**config.mk**
```make
export PLATFORM = sky130hd
export DESIGN_NAME = banco_reg_param
export DESIGN_NICKNAME = d
export VERILOG_FILES = /design/src/rtl/banco_reg_param.sv
export SDC_FILE = /design/constraint.sdc
export NUM_CORES = 1
export LEC_CHECK = 0
export CORE_AREA = 5 5 120 122
export CTS_CLUSTER_DIAMETER = 150
export DETAILED_ROUTE_END_ITERATION = 10
export DIE_AREA = 0 0 125 127
export PLACE_DENSITY_LB_ADDON = 0.15
export SLEW_MARGIN = 10
export SYNTH_ARGS = -nofsm -noshare
export SYNTH_HDL_FRONTEND = slang
export SYNTH_SLANG_ARGS = --single-unit
```
**constraint.sdc**
```tcl
create_clock -name clock -period 1.9 [get_ports clock]
set_input_delay 0.19 -clock clock [delete_from_list [all_inputs] [get_ports clock]]
set_output_delay 0.19 -clock clock [all_outputs]
set_load 0.03 [all_outputs]
```
**src/rtl/banco_reg_param.sv**
```systemverilog
// banco_reg_param: parametrised register file with two combinational read
// ports, one synchronous write port, a per-register pending scoreboard that
// drives Stall, optional write->read bypass and optional hardwired zero reg.
module banco_reg_param #(
    parameter int WIDTH    = 16,
    parameter int ADDR_W   = 3,
    parameter int ZERO_REG = 1,
    parameter int BYPASS   = 1
) (
    input  logic              clock,
    input  logic              reset_n,
    input  logic [ADDR_W-1:0] Read1,
    input  logic [ADDR_W-1:0] Read2,
    output logic [WIDTH-1:0]  Data1,
    output logic [WIDTH-1:0]  Data2,
    input  logic [ADDR_W-1:0] WriteReg,
    input  logic [WIDTH-1:0]  WriteData,
    input  logic              RegWrite,
    input  logic              Issue,
    input  logic [ADDR_W-1:0] IssueReg,
    output logic              Pend1,
    output logic              Pend2,
    output logic              Stall
);

    localparam int unsigned NREGS = 2 ** ADDR_W;

    logic [WIDTH-1:0] regs [NREGS];
    logic [NREGS-1:0] pending;
    logic             wr_en;

    // Qualified write enable: writes to the hardwired zero register are dropped
    always_comb begin
        wr_en = RegWrite && !(ZERO_REG != 0 && WriteReg == '0);
    end

    // Register storage, cleared asynchronously
    always_ff @(posedge clock or negedge reset_n) begin
        if (!reset_n) begin
            for (int unsigned i = 0; i < NREGS; i++) begin
                regs[i] <= '0;
            end
        end else if (wr_en) begin
            regs[WriteReg] <= WriteData;
        end
    end

    // Pending scoreboard: issue sets, writeback clears, issue wins on collision
    always_ff @(posedge clock or negedge reset_n) begin
        if (!reset_n) begin
            pending <= '0;
        end else begin
            for (int unsigned i = 0; i < NREGS; i++) begin
                if (Issue && IssueReg == ADDR_W'(i) && !(ZERO_REG != 0 && i == 0)) begin
                    pending[i] <= 1'b1;
                end else if (RegWrite && WriteReg == ADDR_W'(i)) begin
                    pending[i] <= 1'b0;
                end
            end
        end
    end

    // One read port: returns {pend, data}. Bypass is gated by reset_n so the
    // outputs stay zero while reset is held even if a write is presented.
    function automatic logic [WIDTH:0] read_port(input logic [ADDR_W-1:0] addr);
        logic [WIDTH:0] r;
        r = {pending[addr], regs[addr]};
        if (BYPASS != 0 && reset_n && RegWrite && WriteReg == addr) begin
            r = {1'b0, WriteData};
        end
        if (ZERO_REG != 0 && addr == '0) begin
            r = '0;
        end
        return r;
    endfunction

    // Read port 1
    always_comb begin
        {Pend1, Data1} = read_port(Read1);
    end

    // Read port 2
    always_comb begin
        {Pend2, Data2} = read_port(Read2);
    end

    // Stall whenever either operand is still in flight
    always_comb begin
        Stall = Pend1 | Pend2;
    end

endmodule

```
==> flow_metrics.tcl <==
set metrics [dict create \
    outcome "complete, but fails checks" \
    violations "setup timing" \
    r2r_end "regs[1]" \
    drv_slew 0 \
    whs_endpoint "regs[117]" \
    instances_no_fill 879 \
    cts_buffers 17 \
    worst-slew-pin-transition_ns 0.749 \
    ys_warn_count 0 \
    maxCapViolCount 0 \
    synth.most_common_cell "dfrtp_1" \
    power.density_mw_per_mm2 1030 \
    leakage_nw 4.31 \
    r2r_cells 2 \
    cp_max_fo 3 \
    ys_ff_latch 135 \
    num_vias 5705 \
    fp.dieH_um 127 \
    async_flop_share_pct 100 \
    grt_pass1_vias 6225 \
    clock.fmax_mhz 491 \
    fin_ws_ns -0.137 \
    grt_max_degree 136 \
    fin_crit_ns 2.04 \
    ys.flop_type "dfrtp_1" \
    crit_family "flip-flops" \
    rrSetupSlack_ns 0.98 \
    fp.dieW_um 125 \
    drt_wl_total_um 22100 \
    hold_path_depth 0 \
    nets 722 \
    cp.arrival_ns 1.85 \
    endpoint_kind "output pin" \
    fp.dieArea_mm2 0.0159 \
    crit_type "reg2out" \
    synth_edf_count 0 \
    finalClockSkew_ns 0 \
    synth_top_cell_by_area "dfrtp_1" \
    vdd_ir_drop_max_v 0.000673 \
    ys_seq_area_share_pct 45.0 \
    drive_gt1_share_pct 54.5 \
    coreArea_mm2 0.0131 \
    crit_chain "mux2_2 > a221oi_2 > nor4_2 > or2_4 > buf_6" \
    dr.pass1.iters 7 \
    clk_path_buf_depth 2 \
    via_per_inst 6.49 \
    syn_to_final_growth_pct 32.6 \
    clk_latency_ns 0.42 \
    synth_area_leaders "dfrtp_1 45%, mux2_2 17%, mux4_2 10%" \
    cts_root_buffer "clkbuf_16" \
    dp_cells 838 \
    setup.worst_path.start_class "flip-flop" \
    synth_cell_types 34 \
    syn_inst 596 \
    cts_tree "yes" \
    crit_slowest_cell "dfrtp_1" \
    grt.total_usage_pct 28.6 \
    cp_num_buf_inv 1 \
    hp-class "reg2reg" \
    drc 0 \
    crit_path_max_incr_delay_ns 0.40 \
    clk_transition_reported_paths_ns 0.06 \
    start_util_pct 57.4 \
    wl_per_cell_um 25.2 \
    cts.sinks 135 \
    total_power_mw 10.3 \
    setup_violations 35 \
    worstPathRequired_ns 1.71 \
    holdCritStartpoint "regs[117]" \
    avgSynthCellArea_um2 12.6 \
    grt_first_pass_wirelength_um 35000 \
    ant_nets 0 \
    place_congestion 0.872 \
    first_iter_violations 442 \
    slew_headroom_pct 50.0 \
    syn_area_mm2 0.00751 \
    syn-num-nets 628 \
    port-buffer-count 66 \
    grt_overflow 0 \
    synth_top_cell_area_share_pct 45.0 \
    fp-row-count 42 \
    r2r_start "regs[1]" \
    place_hpwl_um 13500 \
    min_period_over_period_pct 107 \
    antenna_cells 0 \
    htree_levels 4 \
    synthTopCellsByCount "135 x dfrtp_1, 114 x mux2_2, 64 x mux2i_1" \
    grt_antenna_before_repair 0 \
    finalHoldViolations 0 \
    rsz0062_at_grt "yes" \
    num_io_pins 67 \
]
cell usage in the layout (no fill, tap or decap), types with 20 or more instances in the layout:
cell,n
dfrtp_1,135
mux2_2,113
buf_4,70
mux2i_1,63
mux4_2,34
o22ai_1,33
a211oi_2,30
buf_12,25
nor2_1,23
nor3_2,23
clkdlybuf4s50_1,20
sequential cells by signal (all words and copies together) (netlist names):
signal and count:
pending 7, regs 128
report_power, final:
part | total [mW] | switching, mW | leakage [nW] | internal, mW
clock | 3.47 | 1.25 | 0.307 | 2.22
combinational | 2.90 | 1.37 | 2.36 | 1.54
sequential | 3.88 | 0.442 | 1.65 | 3.44
worst max path at each step:
stage	depth (start not counted)	startpoint	slack (ns)	endpoint
2_1_floorplan	6	Read1[2]	-0.11	Stall
3_3_place_gp	7	Read2[1]	-0.44	Data2[3]
3_5_place_dp	6	WriteReg[2]	-0.45	Data1[1]
4_1_cts	5	pending[1]	-0.15	Stall
5_1_grt	5	pending[1]	-0.21	Stall
6_report	5	pending[1]	-0.14	Stall
per-layer routing:
metal	vias to the layer above	wire length, um	global-route usage (%)
li1	2439	-	-
met1	2930	8710	35.6
met2	266	11000	46.8
met3	70	1520	7.85
met4	0	850	13.8
met5	-	0	0
final cells by class:
type                       instances  area, um2
multi-input combinational        392       4240
sequential                       135       3380
fill                             788       3130
timing repair buffer             141       1490
clock buffer                      19        443
tap                              176        220
clock inverter                    13        175
inverter                           3       11.3
cell families after synthesis:
kind of cell,Yosys count,share of synthesized area (%)
compound gates,76,6.93
xor+xnor,6,0.800
buf+inv,69,4.40
flops,135,45.0
mux,212,35.8
simple gates,98,7.03
repair_timing:
action / in CTS / in global routing
hold endpoints to repair: 135 / 0
hold buffers: 1 / 0
resized for setup: 93 / 7
setup buffers: 7 / 2
pin swaps: 62 / 5
endpoints found under the setup margin: 35 / 35
worst reg2reg max path: stages (launching register included):
cell and delay (ns):
dfrtp_1 0.40, buf_4 0.14, mux2_2 0.26
stage by stage:
| stage | util [%] | setup WS, ns | setup TNS (ns) | hold slack (ns) | cell area, um2 |
|---|---|---|---|---|---|
| floorplan | - | -0.114 | -0.114 | -0.106 | 7640 |
| global placement | 68.2 | -0.439 | -16.55 | 0.384 | 8920 |
| detailed placement | 68.2 | -0.447 | -19.40 | 0.389 | 8920 |
| CTS | 75.7 | -0.147 | -2.12 | 0.404 | 9900 |
| global route | 76.1 | -0.212 | -3.83 | 0.415 | 9950 |
| finish | 76.1 | -0.137 | -1.98 | 0.404 | 9950 |
No activity file was read; power rests on OpenSTA's default activity.
